### src/rtl/if_fetch_stage.sv
// Instruction-fetch stage: owns the PC, drives a req/ack instruction memory port
// and buffers fetched words in a two-entry queue ahead of the decode stage.
module if_fetch_stage #(
    parameter logic [31:0] RESET_PC = 32'h0000_0000,
    parameter int          QDEPTH   = 2
) (
    input  logic        clk,
    input  logic        rst,
    input  logic        cu_wpcir,
    input  logic        cu_branch,
    input  logic [31:0] ID_new_pc,
    output logic        imem_req,
    output logic [31:0] imem_addr,
    input  logic        imem_ack,
    input  logic [31:0] imem_rdata,
    output logic [31:0] if_inst,
    output logic [31:0] if_pc4,
    output logic [3:0]  IF_ins_type,
    output logic [3:0]  IF_ins_number
);

    typedef enum logic [1:0] {IDLE, REQ, DROP} state_t;

    typedef struct packed {
        logic [31:0] inst;
        logic [31:0] pc4;
        logic [3:0]  typ;
        logic [3:0]  num;
    } entry_t;

    localparam logic [1:0] FULL = 2'(QDEPTH);

    state_t      state, state_next;
    logic [31:0] pc, pc_next;
    logic [31:0] addr_next;
    logic [31:0] addr_plus4;
    logic [3:0]  seq, seq_next;
    logic [3:0]  last_num;
    entry_t      q0, q1, q0_next, q1_next;
    entry_t      new_entry;
    logic [1:0]  occ, occ_next;
    logic        push, pop;

    function automatic logic [3:0] decode_type(input logic [31:0] inst);
        logic [3:0] t;
        if (inst == 32'h0) begin
            t = 4'd0;
        end else begin
            case (inst[31:26])
                6'b000000:           t = 4'd1;
                6'b100011:           t = 4'd2;
                6'b101011:           t = 4'd3;
                6'b000100, 6'b000101: t = 4'd4;
                6'b000010, 6'b000011: t = 4'd5;
                default:             t = 4'd6;
            endcase
        end
        return t;
    endfunction

    assign addr_plus4 = imem_addr + 32'd4;
    assign push       = (state == REQ) && imem_ack && !cu_branch;
    assign pop        = !cu_wpcir && !cu_branch && (occ != 2'd0);
    assign new_entry  = {imem_rdata, addr_plus4, decode_type(imem_rdata), seq};

    // Queue update: flush wins, otherwise pop first so a same-cycle push lands behind the survivor.
    always_comb begin
        q0_next  = q0;
        q1_next  = q1;
        occ_next = occ;
        if (cu_branch) begin
            occ_next = 2'd0;
        end else begin
            if (pop) begin
                q0_next  = q1;
                occ_next = occ - 2'd1;
            end
            if (push) begin
                if (occ_next == 2'd0) begin
                    q0_next = new_entry;
                end else begin
                    q1_next = new_entry;
                end
                occ_next = occ_next + 2'd1;
            end
        end
    end

    always_comb begin
        state_next = state;
        pc_next    = pc;
        addr_next  = imem_addr;
        seq_next   = seq;
        case (state)
            IDLE: begin
                if (cu_branch) begin
                    pc_next = ID_new_pc;
                end
                if (occ_next < FULL) begin
                    state_next = REQ;
                    addr_next  = cu_branch ? ID_new_pc : pc;
                end
            end
            REQ: begin
                if (imem_ack) begin
                    if (cu_branch) begin
                        pc_next   = ID_new_pc;
                        addr_next = ID_new_pc;
                    end else begin
                        seq_next = seq + 4'd1;
                        pc_next  = addr_plus4;
                        if (occ_next < FULL) begin
                            addr_next = addr_plus4;
                        end else begin
                            state_next = IDLE;
                        end
                    end
                end else if (cu_branch) begin
                    // The outstanding fetch must still complete; its data is thrown away in DROP.
                    state_next = DROP;
                    pc_next    = ID_new_pc;
                end
            end
            DROP: begin
                if (cu_branch) begin
                    pc_next = ID_new_pc;
                end
                if (imem_ack) begin
                    state_next = REQ;
                    addr_next  = cu_branch ? ID_new_pc : pc;
                end
            end
            default: state_next = IDLE;
        endcase
    end

    always_ff @(posedge clk or negedge rst) begin
        if (!rst) begin
            state     <= IDLE;
            pc        <= RESET_PC;
            imem_addr <= RESET_PC;
            seq       <= 4'd0;
            last_num  <= 4'd0;
            occ       <= 2'd0;
            q0        <= '0;
            q1        <= '0;
        end else begin
            state     <= state_next;
            pc        <= pc_next;
            imem_addr <= addr_next;
            seq       <= seq_next;
            occ       <= occ_next;
            q0        <= q0_next;
            q1        <= q1_next;
            if (push) begin
                last_num <= seq;
            end
        end
    end

    assign imem_req      = (state != IDLE);
    assign if_inst       = (occ != 2'd0) ? q0.inst : 32'h0;
    assign if_pc4        = (occ != 2'd0) ? q0.pc4  : 32'h0;
    assign IF_ins_type   = (occ != 2'd0) ? q0.typ  : 4'd0;
    assign IF_ins_number = (occ != 2'd0) ? q0.num  : last_num;

endmodule
### config.mk
export PLATFORM = sky130hd
export DESIGN_NAME = if_fetch_stage
export DESIGN_NICKNAME = d
export VERILOG_FILES = /design/src/rtl/if_fetch_stage.sv
export SDC_FILE = /design/constraint.sdc
export NUM_CORES = 1
export LEC_CHECK = 0
export ABC_AREA = 1
export BUFFER_PORTS_ARGS = -buffer_cell sky130_fd_sc_hd__buf_2
export CELL_PAD_IN_SITES_DETAIL_PLACEMENT = 1
export CELL_PAD_IN_SITES_GLOBAL_PLACEMENT = 2
export CORE_AREA = 2 2 187 189
export CTS_CLUSTER_SIZE = 8
export DETAILED_ROUTE_END_ITERATION = 7
export DIE_AREA = 0 0 189 191
export PLACE_DENSITY_LB_ADDON = 0.2
export RECOVER_POWER = 50
export SYNTH_ARGS = -nofsm -noshare
export SYNTH_HDL_FRONTEND = slang
export SYNTH_SLANG_ARGS = --single-unit
### constraint.sdc
create_clock -name clk -period 7.9 [get_ports clk]
set_clock_uncertainty 0.1 [all_clocks]
set_input_delay 0.79 -clock clk [delete_from_list [all_inputs] [get_ports clk]]
set_output_delay 0.79 -clock clk [all_outputs]
set_load 0.02 [all_outputs]
**Word-level counts from Yosys, hierarchy flattened**

Index checks and enable logic that the tools add are counted.

- Register bits after elaboration: 220
- Bits of input ports: 69
- Output and inout port bits: 105
- Word-level logic and storage cells: 87

- Add/sub/neg operators: 4
- $lt $le $gt $ge: 1
- Equal/unequal tests: 15
- Mux-type cells: 30
- Bitwise logic cells: 2
- Reductions and logical operators: 21

Operators with widths:

| operator | number |
|---|---|
| $mux 32 | 10 |
| $mux 72 | 3 |
| $pmux 32 s3 | 1 |
| $pmux 32 s2 | 1 |
| $add 32x3->32 const B | 1 |
| $logic_not 32->1 | 1 |
| $mux 2 | 10 |
| $pmux 3 s5 | 1 |
| $eq 6x2->1 const B | 2 |
| $eq 6x3->1 const B | 2 |
| $eq 6x6->1 const B | 2 |
| $mux 4 | 3 |
| $reduce_and 5->1 | 2 |
| $ne 3x3->1 const B | 3 |
| $logic_not 6->1 | 1 |
| $ne 2x2->1 const B | 3 |
| $pmux 2 s3 | 1 |
| $reduce_and 3->1 | 2 |
| $reduce_bool 2->1 | 3 |
| $reduce_or 2->1 | 3 |
| $add 4x1->4 const B | 1 |
| $logic_and 1x1->1 | 4 |
| $logic_not 2->1 | 2 |
| $ne 3x2->1 const B | 1 |
| 8 further kinds | 10 |

**Longest topological paths before layout**

Gate-level depths: netlist of run 1.

- Depth in word-level cells: 13
- Mapped depth: 16
- Mapped depth without buffers: 14

**Least setup slack after synthesis of run 1**

No wires, ideal clock.

- Path kind: input -> register
- Start point: in cu_branch
- End point: reg q0[41] in the netlist's numbering
- Library setup time: 0.137 ns
- Arrival time: 2.737 ns
- Required time: 7.663 ns
- Slack: 4.926 ns
- Cell stages on the path: 14
- Buffers on the path: 5
- Cells stage by stage: buf_2 -> nor2_1 -> nand2_1 -> buf_2 -> buf_1 -> o21a_1 -> ha_1 -> inv_1 -> nor2_2 -> inv_2 -> buf_2 -> clkbuf_1 -> o22ai_1 -> a21oi_1

- Word-level cells in the longest chain between the ends: 8
- Elaborated cells on any way between the ends: 10
- Classes of those cells: 5 x mux; 5 x reduce/logical

Ends and longest elaborated chain:

| element | line | RTL |
|---|---|---|
| from (decl) | 10 | `input logic cu_branch,` |
| $logic_not 1->1 | 62, 63 |  |
| $logic_and 1x1->1 (2 in series) | 63 | `assign pop = !cu_wpcir && !cu_branch && (occ != 2'd0);` |
| $mux 2 | 74 | `if (pop) begin` |
| $mux 2 | 71 | `if (cu_branch) begin` |
| $logic_not 2->1 | 79 | `if (occ_next == 2'd0) begin` |
| $mux 72 | 79 |  |
| $mux 72 | 78 | `if (push) begin` |
| to (signal assigned) | 153 | `q0 <= q0_next;` |
| to (decl) | 39 | `entry_t q0, q1, q0_next, q1_next;` |

Parallel ways exist; a longest one is shown, timed or not. The select of a mux whose other input is x is not followed.
A chain may end at the register's enable or synchronous reset.

==> results_dict.tcl, run 1 <==
set metrics [dict create \
    outcome "finished, violations left" \
    failed_checks "max-capacitance violations, max-slew violations" \
    initial_core_util 0.3462 \
    cts.reportedPaths.clkPinSlew_ns 0.05 \
    most-common-layout-cells "sky130_fd_sc_hd__nand2_1, sky130_fd_sc_hd__dfrtp_1, sky130_fd_sc_hd__inv_1" \
    design_power_total_mw 6.058 \
    syn_to_final_growth_pct 16.22 \
    worst-endpoint-required_ns 8.35 \
    async_flop_share 1.000 \
    global_route_congestion_overflow_total 0 \
    ys_types 33 \
    critical_path.n_buffers_inverters 2 \
    synth_area_sq_mm 0.01181 \
    synthTopCellsByArea "sky130_fd_sc_hd__dfrtp_1, sky130_fd_sc_hd__nand2_1, sky130_fd_sc_hd__inv_1" \
    routed_wire_length_per_instance_um 16.74 \
    placeableCoreArea_sq_mm 0.03412 \
    fillerInstances 4387 \
    grt_pass1_vias 11630 \
    cp_slowest_cell "sky130_fd_sc_hd__clkbuf_1" \
    path_cells "clkbuf_1 -> buf_4" \
    detailedPlacementHpwl_um 25530 \
    grt.total_usage 0.2157 \
    clock_sink_count 219 \
    slew-limit-headroom -2.487 \
    synth_ff_type "sky130_fd_sc_hd__dfrtp_1" \
    ctsLongestPathBuffers 3 \
    cts_made_buffers 31 \
    tritoncts_clock_tree "yes" \
    dr_total_vias 11130 \
    final_period_minus_worst_setup_slack_ns 5.216 \
    max_slew.worst_pin.slew_ns 5.231 \
    portBuffers 173 \
    cp_max_fo 89 \
    weighted_congestion_at_the_end_of_routability_driven_global_placement 0.7906 \
    synth-seq-area-share 0.4640 \
    wirelength_um 37830 \
    pin_count 174 \
    critPathArrivalTime_ns 5.67 \
    fp.dieH_um 191 \
    synthDominantCellAreaShare 0.4640 \
    fin_setup_tns_ns 0 \
    maximum_number_of_pins_on_one_net_before_global_route_repair 90 \
    dr.pass1.iters 4 \
    route.detailed.drc 0 \
    first_pass_grt_wire_length_um 62860 \
    setup_viol_count_final 0 \
    unrepaired_setup_endpoints_after_global_routing "no" \
    slew_viol_final 231 \
    final_net_count 1875 \
    crit_path_end_kind "async pin" \
    multiInputGateArea_sq_mm 0.005137 \
    ctsHtreeMaxLevel 1 \
    first_iter_violations 558 \
    antenna_found_initial 0 \
    cts.repair_timing.setup_buffer_count 0 \
    sequential_cell_area_sq_mm 0.005480 \
    ys_seq_elements 219 \
    final-hold-violation-count 0 \
    mean_instance_size_in_the_synthesized_netlist_sq_um 7.052 \
    power_leakage_nw 7.166 \
    setup.worst_path.class "in -> async" \
    number_of_flops_mapped_to_enable_cells_by_yosys 0 \
    std_cell_rows 68 \
    drive_gt1_frac 0.1069 \
    synth_warnings 0 \
    synthesis.nets 1748 \
    ctsHoldBuffers 0 \
    cts.root.buffer_cell "sky130_fd_sc_hd__clkbuf_16" \
    later_pin_clock_latency_in_the_skew_report_ns 0.57 \
    post_drt_via_cell_ratio 4.925 \
    max-cap-violations 4 \
    synthesis.instances 1675 \
    drtAntennaViolNets 0 \
    timing.critical_path.max_delay_family "buffers and inverters" \
    area_leader_netlist "sky130_fd_sc_hd__dfrtp_1" \
    fmaxAchievable_mhz 191.7 \
    kind_of_launch_point_of_the_worst_setup_path "primary input" \
    post_cts_resized 0 \
    antenna_cells 0 \
    hold_path.class "in -> reg" \
    post-route-period-util 0.6602 \
    cpPeakStageDelay_ns 3.58 \
    die_area_sq_mm 0.03610 \
    leading_cell_type_in_the_layout_fill_and_taps_excluded "sky130_fd_sc_hd__nand2_1" \
    vdd.ir_drop.worst_mv 0.1935 \
    powerDensity_mw_per_mm2 441.3 \
    dieWidth_um 189 \
]
==> worst paths after layout <==
check,start,to,slack (ns),depth (start not counted)
worst max-delay path,rst,q1[6],2.68,2
worst min-delay path,imem_rdata[10],q1[50],0.36,3
worst max register to register,occ[0],q1[46],3.25,12
worst min register to register,q1[23],q1[23],0.37,2
max in group clk,cu_branch,pc[5],3.15,7
min in group asynchronous,rst,q0[7],2.02,1
==> metrics by stage <==
step                cells  worst slack (ns)    util  instance area [sq um]  hold slack [ns]
floorplan            1675             4.926       -                  11810           0.3367
global placement     2224             3.372  0.3800                  12970           0.3573
detailed placement   2224             3.193  0.3800                  12970           0.3613
CTS                  2260             3.162  0.4041                  13790           0.1677
global route         2260             1.768  0.4023                  13730           0.3471
finish               2260             2.684  0.4023                  13730           0.3560
==> state kept, by name, indices dropped and copies added, names as in the netlist <==
register	cells
imem_addr	32
last_num	4
occ	2
pc	32
q0	72
q1	71
seq	4
state	2
==> layer usage <==
| metal | share of wire | global-route usage | vias up |
|---|---|---|---|
| met3 | 0.033 | 0.02313 | 58 |
| met2 | 0.46 | 0.3605 | 192 |
| met1 | 0.48 | 0.2998 | 5403 |
| met5 | 0 | 0 | - |
| met4 | 0.022 | 0.05198 | 0 |
| li1 | - | - | 5477 |
==> report_power, final <==
group	leakage, nW	switching [mW]	internal, mW
clock	0.403	0.489	0.700
combinational	4.12	1.92	0.875
sequential	2.64	0.381	1.69
total	7.17	2.79	3.27
==> layout make-up <==
type | instances | share of cell area
inverters | 216 | 0.05906
multi-input cells | 1149 | 0.3743
clock buffers | 35 | 0.05834
well taps | 455 | 0.04147
flip-flops and latches | 219 | 0.3992
repair buffers | 185 | 0.06617
clock inverters | 1 | 0.001458
==> synthesized netlist by cell type, types with 3 or more instances <==
library cell               count
sky130_fd_sc_hd__ha_1          4
sky130_fd_sc_hd__nor2_2        3
sky130_fd_sc_hd__buf_2        27
sky130_fd_sc_hd__o211ai_1     10
sky130_fd_sc_hd__o21ai_1       8
sky130_fd_sc_hd__dfrtp_1     219
sky130_fd_sc_hd__clkbuf_1     49
sky130_fd_sc_hd__nor2_1      206
sky130_fd_sc_hd__nand3_1      67
sky130_fd_sc_hd__nor3_1        3
sky130_fd_sc_hd__a22oi_1      12
sky130_fd_sc_hd__xor2_1       12
sky130_fd_sc_hd__o21a_1        7
sky130_fd_sc_hd__a211oi_1     23
sky130_fd_sc_hd__nand4_1       9
sky130_fd_sc_hd__inv_1       212
sky130_fd_sc_hd__a21oi_1      57
sky130_fd_sc_hd__nand2_1     541
sky130_fd_sc_hd__o21ai_0     152
sky130_fd_sc_hd__o22ai_1      12
sky130_fd_sc_hd__nand3b_1      5
sky130_fd_sc_hd__xnor2_1       6
sky130_fd_sc_hd__buf_1         9
sky130_fd_sc_hd__buf_4         4
sky130_fd_sc_hd__inv_2         4
==> cells by family (layout without fill, tap and decap cells) <==
group / Yosys count / in the layout / share of synthesized area
xor gates and xnor gates: 18 / 18 / 0.01335
adders and majority gates: 4 / 4 / 0.004237
muxes: 1 / 1 / 0.0009533
buffers and inverters: 307 / 437 / 0.1030
and+or+nand+nor: 840 / 840 / 0.2798
DFF: 219 / 219 / 0.4640
AOI/OAI and AO/OA: 286 / 286 / 0.1347
(Power assumes the default switching activity.)
==> run 2: changes to the inputs <==
--- a/config.mk
+++ b/config.mk
@@ -9,10 +9,10 @@
 export BUFFER_PORTS_ARGS = -buffer_cell sky130_fd_sc_hd__buf_2
 export CELL_PAD_IN_SITES_DETAIL_PLACEMENT = 1
 export CELL_PAD_IN_SITES_GLOBAL_PLACEMENT = 2
-export CORE_AREA = 2 2 187 189
+export CORE_AREA = 2 2 205 207
 export CTS_CLUSTER_SIZE = 8
 export DETAILED_ROUTE_END_ITERATION = 7
-export DIE_AREA = 0 0 189 191
+export DIE_AREA = 0 0 207 209
 export PLACE_DENSITY_LB_ADDON = 0.2
 export RECOVER_POWER = 50
 export SYNTH_ARGS = -nofsm -noshare
==> constraint.sdc (replaced) <==
create_clock -name clk -period 4.7 [get_ports clk]
set_clock_uncertainty 0.1 [all_clocks]
set_input_delay 0.47 -clock clk [delete_from_list [all_inputs] [get_ports clk]]
set_output_delay 0.47 -clock clk [all_outputs]
set_load 0.02 [all_outputs]
==> run 2 against run 1 <==
Combinational power is 68% higher. Utilization shrank 6.6 points. The run still ends with max-capacitance violations, max-slew violations left. Final cell count up 3.9%. Via count decreased by 0.89%. Clock power grew 66%. Routed wire length up 3.9%. Critical path type is now reg -> reg.
==> results_dict.tcl, run 2 (synthesis gave the netlist of run 1 again) <==
set metrics [dict create \
    cts.reportedPaths.clkPinSlew_ns 0.05 \
    placed_cell_area_sq_mm 0.01313 \
    setup_viol_count_final 0 \
    max_slew.worst_pin.slew_ns 3.002 \
    ctsLongestPathBuffers 3 \
    unrepaired_setup_endpoints_after_global_routing "no" \
    clockPowerShare 0.194 \
    most-common-layout-cells "sky130_fd_sc_hd__nand2_1, sky130_fd_sc_hd__dfrtp_1, sky130_fd_sc_hd__inv_1" \
    routed_wire_length_per_instance_um 16.72 \
    timing.critical_path.max_delay_family "buffers and inverters" \
    vdd.ir_drop.worst_mv 0.3072 \
    number_of_flip_flops_in_the_largest_register 72 \
    drtAntennaViolNets 0 \
    later_pin_clock_latency_in_the_skew_report_ns 0.57 \
    leading_cell_type_in_the_layout_fill_and_taps_excluded "sky130_fd_sc_hd__nand2_1" \
    route.detailed.drc 0 \
    grt.total_usage 0.1831 \
    final_net_count 1881 \
    fmaxAchievable_mhz 286.2 \
    finalCoreUtilization 0.3360 \
    clock_sink_count 219 \
    design_area_sq_mm 0.01387 \
    outcome "finished, violations left" \
    std_cell_rows 75 \
    fp.dieH_um 209 \
    cp_slowest_cell "sky130_fd_sc_hd__clkbuf_1" \
    cell_occurring_most_often_along_the_worst_timing_path "sky130_fd_sc_hd__clkbuf_1" \
    final_period_minus_worst_setup_slack_ns 3.494 \
    first_pass_grt_wire_length_um 64040 \
    post_cts_resized 0 \
    max-cap-violations 3 \
    cp_max_fo 33 \
    post-route-period-util 0.7434 \
    portBuffers 173 \
    post_drt_via_cell_ratio 4.696 \
    power.share.switching 0.4611 \
    power_frac_comb 0.463 \
    final-hold-violation-count 0 \
    cts.root.buffer_cell "sky130_fd_sc_hd__clkbuf_16" \
    antenna_found_initial 0 \
    worst-endpoint-required_ns 4.96 \
    ctsHtreeMaxLevel 1 \
    powerDensity_mw_per_mm2 732.1 \
    first_iter_violations 496 \
    detailedPlacementHpwl_um 26910 \
    pin_count 174 \
    critPathArrivalTime_ns 3.76 \
    hold_path.class "in -> reg" \
    crit_path_end_kind "flip-flop" \
    slew_viol_final 174 \
    fin_setup_tns_ns 0 \
    power_leakage_nw 7.198 \
    maximum_number_of_pins_on_one_net_before_global_route_repair 108 \
    setup.worst_path.class "reg -> reg" \
    syn_to_final_growth_pct 17.45 \
    dr_total_vias 11030 \
    ctsHoldBuffers 1 \
    initial_core_util 0.2861 \
    tritoncts_clock_tree "yes" \
    cts_made_buffers 31 \
    power_switching_mw 4.683 \
    kind_of_launch_point_of_the_worst_setup_path "flip-flop" \
    biggestRegsByFlops "q0 x72, q1 x71" \
    slew-limit-headroom -1.001 \
    dr.pass1.iters 5 \
    cts.repair_timing.setup_buffer_count 0 \
    critical_path.n_buffers_inverters 3 \
    internal_power_mw 5.473 \
    failed_checks "max-capacitance violations, max-slew violations" \
    cpPeakStageDelay_ns 1.24 \
    path_cells "nand2_1 -> clkbuf_1 -> inv_1 -> clkbuf_1 -> a21oi_1 -> a22oi_1" \
    dieWidth_um 207 \
    grt_pass1_vias 11420 \
    die_area_sq_mm 0.04326 \
    global_route_congestion_overflow_total 0 \
    drive_gt1_frac 0.1105 \
    weighted_congestion_at_the_end_of_routability_driven_global_placement 0.7718 \
    regMostFlops "q0" \
    placeableCoreArea_sq_mm 0.04129 \
    wirelength_um 39280 \
    sequentialPowerShare 0.343 \
    antenna_cells 0 \
]
run 2: area by class of cell:
| cell class | count | area [sq um] |
|---|---|---|
| Timing Repair Buffer | 191 | 967.2 |
| Fill cell | 5205 | 27420 |
| Sequential cell | 219 | 5480 |
| Clock buffer | 33 | 783.3 |
| Multi-Input combinational cell | 1149 | 5142 |
| Clock inverter | 2 | 13.76 |
| Inverter | 216 | 810.8 |
| Tap cell | 539 | 674.4 |
run 2: layer usage:
layer  vias up  track usage  routed length [um]
li1       5491            -                   -
met1      5335       0.2551               19130
met2       169       0.3046               18200
met3        36      0.02329                1384
met4         0      0.03941                 566
met5         -            0                   0
run 2: final timing paths:
check                               start     end  slack (ns)  cells past startpoint
max                              state[0]   pc[9]        1.21                      6
min                        imem_rdata[11]  q1[51]        0.04                      3
max reg2reg                      state[0]   pc[9]        1.21                      6
min reg2reg                        q1[42]  q1[42]        0.37                      2
max in group asynchronous             rst  q1[63]        1.41                      3
min in group asynchronous             rst   q0[7]        1.30                      2
run 2: power groups by stage:
stage / sequential (mW) / combinational [mW] / clock, mW
2_1_floorplan: 3.43 / 3.25 / 0
3_3_place_gp: 3.49 / 4.73 / 0
3_5_place_dp: 3.51 / 4.84 / 0
4_1_cts: 3.49 / 4.86 / 2.06
5_1_grt: 3.61 / 5.43 / 2.10
6_report: 3.48 / 4.71 / 1.97
run 2: worst register-to-register path: stages (launching register included):
cell	delay, ns
sky130_fd_sc_hd__dfrtp_1	0.44
sky130_fd_sc_hd__nand2_1	0.10
sky130_fd_sc_hd__clkbuf_1	1.24
sky130_fd_sc_hd__inv_1	0.15
sky130_fd_sc_hd__clkbuf_1	0.79
sky130_fd_sc_hd__a21oi_1	0.36
sky130_fd_sc_hd__a22oi_1	0.10
run 2: per-stage QoR:
step           hold WS [ns]  instances  total power, mW  worst slack [ns]
3_5_place_dp         0.3607       2313            8.354             1.335
6_report            0.03561       2349            10.16             1.206
4_1_cts           0.0005508       2349            10.41             1.345
2_1_floorplan       0.07441       1675            6.677             2.046
3_3_place_gp         0.3512       2313            8.214             1.397
5_1_grt             0.03902       2349            11.15            0.7557
==> run 3: changes to the inputs <==
--- a/config.mk
+++ b/config.mk
@@ -5,14 +5,14 @@
 export SDC_FILE = /design/constraint.sdc
 export NUM_CORES = 1
 export LEC_CHECK = 0
-export ABC_AREA = 1
+export ABC_AREA = 0
 export BUFFER_PORTS_ARGS = -buffer_cell sky130_fd_sc_hd__buf_2
 export CELL_PAD_IN_SITES_DETAIL_PLACEMENT = 1
 export CELL_PAD_IN_SITES_GLOBAL_PLACEMENT = 2
-export CORE_AREA = 2 2 205 207
+export CORE_AREA = 2 2 190 192
 export CTS_CLUSTER_SIZE = 8
 export DETAILED_ROUTE_END_ITERATION = 7
-export DIE_AREA = 0 0 207 209
+export DIE_AREA = 0 0 192 194
 export PLACE_DENSITY_LB_ADDON = 0.2
 export RECOVER_POWER = 50
 export SYNTH_ARGS = -nofsm -noshare
==> constraint.sdc (replaced) <==
create_clock -name clk -period 2.85 [get_ports clk]
set_clock_uncertainty 0.1 [all_clocks]
set_input_delay 0.285 -clock clk [delete_from_list [all_inputs] [get_ports clk]]
set_output_delay 0.285 -clock clk [all_outputs]
set_load 0.02 [all_outputs]
==> run 3 against run 2 <==
The run still ends with max-capacitance violations, max-slew violations left. Die area shrank 14%. Non-clock buffer count grew 102. Via count shrank 11%. First-iteration DRC count shrank 22%. Critical path depth grew 6. Flip-flop and latch count is the same. Largest cell class unchanged. Largest power group unchanged. Highest routed layer unchanged.
==> results_dict.tcl, run 3 <==
set metrics [dict create \
    synthTopCellsByArea "sky130_fd_sc_hd__dfrtp_1, sky130_fd_sc_hd__nand2_1, sky130_fd_sc_hd__nor2b_1" \
    std_cell_rows 69 \
    ys_types 60 \
    first_pass_grt_wire_length_um 59600 \
    final_cell_count_no_fill 1927 \
    design_area_sq_mm 0.01423 \
    synth-seq-area-share 0.4937 \
    failed_checks "max-capacitance violations, max-slew violations" \
    placeableCoreArea_sq_mm 0.03522 \
    cp_slowest_cell "sky130_fd_sc_hd__or4_4" \
    mean_instance_size_in_the_synthesized_netlist_sq_um 9.031 \
    cell_occurring_most_often_along_the_worst_timing_path "sky130_fd_sc_hd__ha_4" \
    power_leakage_nw 6.145 \
    routed_wire_length_per_instance_um 19.53 \
    grt_pass1_vias 10220 \
    cpPeakStageDelay_ns 0.49 \
    final_net_count 1536 \
    portBuffers 173 \
    synth_common_cells "sky130_fd_sc_hd__nand2_1, sky130_fd_sc_hd__dfrtp_1, sky130_fd_sc_hd__o21ai_0, sky130_fd_sc_hd__nor2b_1, sky130_fd_sc_hd__a21oi_1" \
    ctsHtreeMaxLevel 1 \
    tritoncts_clock_tree "yes" \
    first_iter_violations 385 \
    critPathCapture "imem_addr[30]" \
    ctsLongestPathBuffers 3 \
    synthesis.instances 1229 \
    setup_viol_count_final 0 \
    final-hold-violation-count 0 \
    vdd.ir_drop.worst_mv 0.5987 \
    cts_made_buffers 31 \
    antenna_found_initial 0 \
    die_area_sq_mm 0.03725 \
    unrepaired_setup_endpoints_after_global_routing "yes" \
    outcome "finished, violations left" \
    dieWidth_um 192 \
    weighted_congestion_at_the_end_of_routability_driven_global_placement 0.8196 \
    place_worst_setup_slack_ns -0.02088 \
    yosys.cell_count.top_type "sky130_fd_sc_hd__nand2_1" \
    synth_area_sq_mm 0.01110 \
    r2r_path_end "imem_addr[30]" \
    worst-endpoint-required_ns 3.19 \
    maximum_number_of_pins_on_one_net_before_global_route_repair 102 \
    number_of_flip_flops_in_the_largest_register 72 \
    synthesis.nets 1302 \
    synth_ff_type "sky130_fd_sc_hd__dfrtp_1" \
    synthDominantCellAreaShare 0.4937 \
    timing.hold.ws_ns 0.2762 \
    timing.rr.start "occ[1]" \
    crit_path_end_kind "flip-flop" \
    wirelength_um 37640 \
    post-route-period-util 0.9804 \
    fp.dieH_um 194 \
    max-cap-violations 1 \
    cts.root.buffer_cell "sky130_fd_sc_hd__clkbuf_16" \
    post_drt_via_cell_ratio 5.120 \
    worst_setup_path_startpoint "occ[1]" \
    reg2reg_slack_ns 0.06 \
    synth_warnings 0 \
    global_route_congestion_overflow_total 0 \
    fillerInstances 4103 \
    critPathArrivalTime_ns 3.13 \
    design_power_total_mw 16.22 \
    async_flop_share 1.000 \
    antenna_cells 0 \
    fin_setup_tns_ns 0 \
    initial_core_util 0.3151 \
    biggestRegsByFlops "q0 x72, q1 x71" \
    ys_seq_elements 219 \
    drtAntennaViolNets 0 \
    setup.worst_path.class "reg -> reg" \
    grt.total_usage 0.2024 \
    powerDensity_mw_per_mm2 1140 \
    clock_sink_count 219 \
    placed_cell_area_sq_mm 0.01263 \
    dr_total_vias 9866 \
    most-common-layout-cells "sky130_fd_sc_hd__nand2_1, sky130_fd_sc_hd__dfrtp_1, sky130_fd_sc_hd__buf_2" \
    pin_count 174 \
    leading_cell_type_in_the_layout_fill_and_taps_excluded "sky130_fd_sc_hd__nand2_1" \
    number_of_flops_mapped_to_enable_cells_by_yosys 0 \
    later_pin_clock_latency_in_the_skew_report_ns 0.56 \
    route.detailed.drc 0 \
    regMostFlops "q0" \
    hold_path.class "in -> reg" \
    worst_slack_ns 0.05574 \
    finalCoreUtilization 0.4040 \
    fmaxAchievable_mhz 357.9 \
    cts.reportedPaths.clkPinSlew_ns 0.05 \
    dr.pass1.iters 4 \
    path_cells "inv_2 -> ha_4 -> or4_4 -> and2_4 -> ha_4 -> nor2b_4 -> o21ai_4 -> and3_4 -> buf_12 -> clkbuf_16 -> buf_4 -> a2bb2oi_1" \
    max_slew.worst_pin.slew_ns 2.062 \
    syn_to_final_growth_pct 28.20 \
    kind_of_launch_point_of_the_worst_setup_path "flip-flop" \
    slew_viol_final 74 \
    detailedPlacementHpwl_um 24780 \
    final_period_minus_worst_setup_slack_ns 2.794 \
    number_of_cells_on_the_worst_reg_to_reg_path 12 \
    numPlacedInstances 1817 \
    area_leader_netlist "sky130_fd_sc_hd__dfrtp_1" \
    drive_gt1_frac 0.1869 \
    slew-limit-headroom -0.3744 \
    cp_max_fo 6 \
]
## run 3: changes by cell type after synthesis, sizes merged, moves of 43 or more
cell / delta
inv: -202
mux2i: +43
nand2: -290
nand3: -50
nor2: -170
nor2b: +99
## run 3: worst min path at each step
stage	start	endpoint	slack, ns	depth (start not counted)
2_1_floorplan	rst	imem_addr[0]	-0.11	0
3_3_place_gp	rst	q0[65]	0.23	1
3_5_place_dp	rst	q0[65]	0.23	1
4_1_cts	rst	q0[65]	0.23	2
5_1_grt	cu_wpcir	occ[0]	0.31	5
6_report	cu_wpcir	occ[0]	0.28	5
## run 3: worst max-delay path: cells and delay by family (launching register included)
kind                     cells  cell delay, ns
buffers and inverters        4            0.45
AND/OR/NAND/NOR              4            1.09
flip-flops                   1            0.40
adder cells (fa/ha/maj)      2            0.39
AO/OA/AOI/OAI                2            0.24
## run 3: report_power, final
| group | switching (mW) | total, mW | internal [mW] |
|---|---|---|---|
| combinational | 4.44 | 7.30 | 2.86 |
| sequential | 1.12 | 5.66 | 4.53 |
| clock | 1.33 | 3.26 | 1.93 |
| total | 6.90 | 16.2 | 9.32 |
## run 3: cells by family (layout without fill, tap and decap cells)
logic type / after synthesis / count (layout) / synth area share
AOI/OAI and AO/OA: 332 / 332 / 0.1750
buffers and inverters: 107 / 344 / 0.04193
muxes: 53 / 53 / 0.04892
DFF: 219 / 219 / 0.4937
adders and majority gates: 4 / 4 / 0.004509
xor gates and xnor gates: 34 / 34 / 0.02683
and+or+nand+nor: 480 / 480 / 0.2091
## run 3: layout make-up
class | count | area [sq um] | share of cell area
sequential | 219 | 5480 | 0.3851
clock inverter | 1 | 8.758 | 0.0006155
multi-input combinational | 903 | 5260 | 0.3696
timing repair buffer | 293 | 2047 | 0.1438
inverter | 15 | 56.30 | 0.003957
clock buffer | 35 | 800.8 | 0.05627
tap | 461 | 576.8 | 0.04053
## run 3: routing by layer
metal  track usage  part of all wire  wire, um  vias up
met5             0                 0         0        -
li1              -                 -         -     4729
met4       0.03845             0.016       584        0
met3       0.02407             0.042      1567       43
met1        0.2962              0.49     18430     4895
met2        0.3233              0.45     17060      199
## run 3: what timing repair did
action / 4_1_cts / 5_1_grt
setup buffers: 0 / 5
pin swaps: 0 / 13
gates cloned: 0 / 2
endpoints found under the setup margin: 15 / 74
gates resized for setup: 3 / 20
endpoints found under the hold margin: 180 / 0
hold buffers: 67 / 0
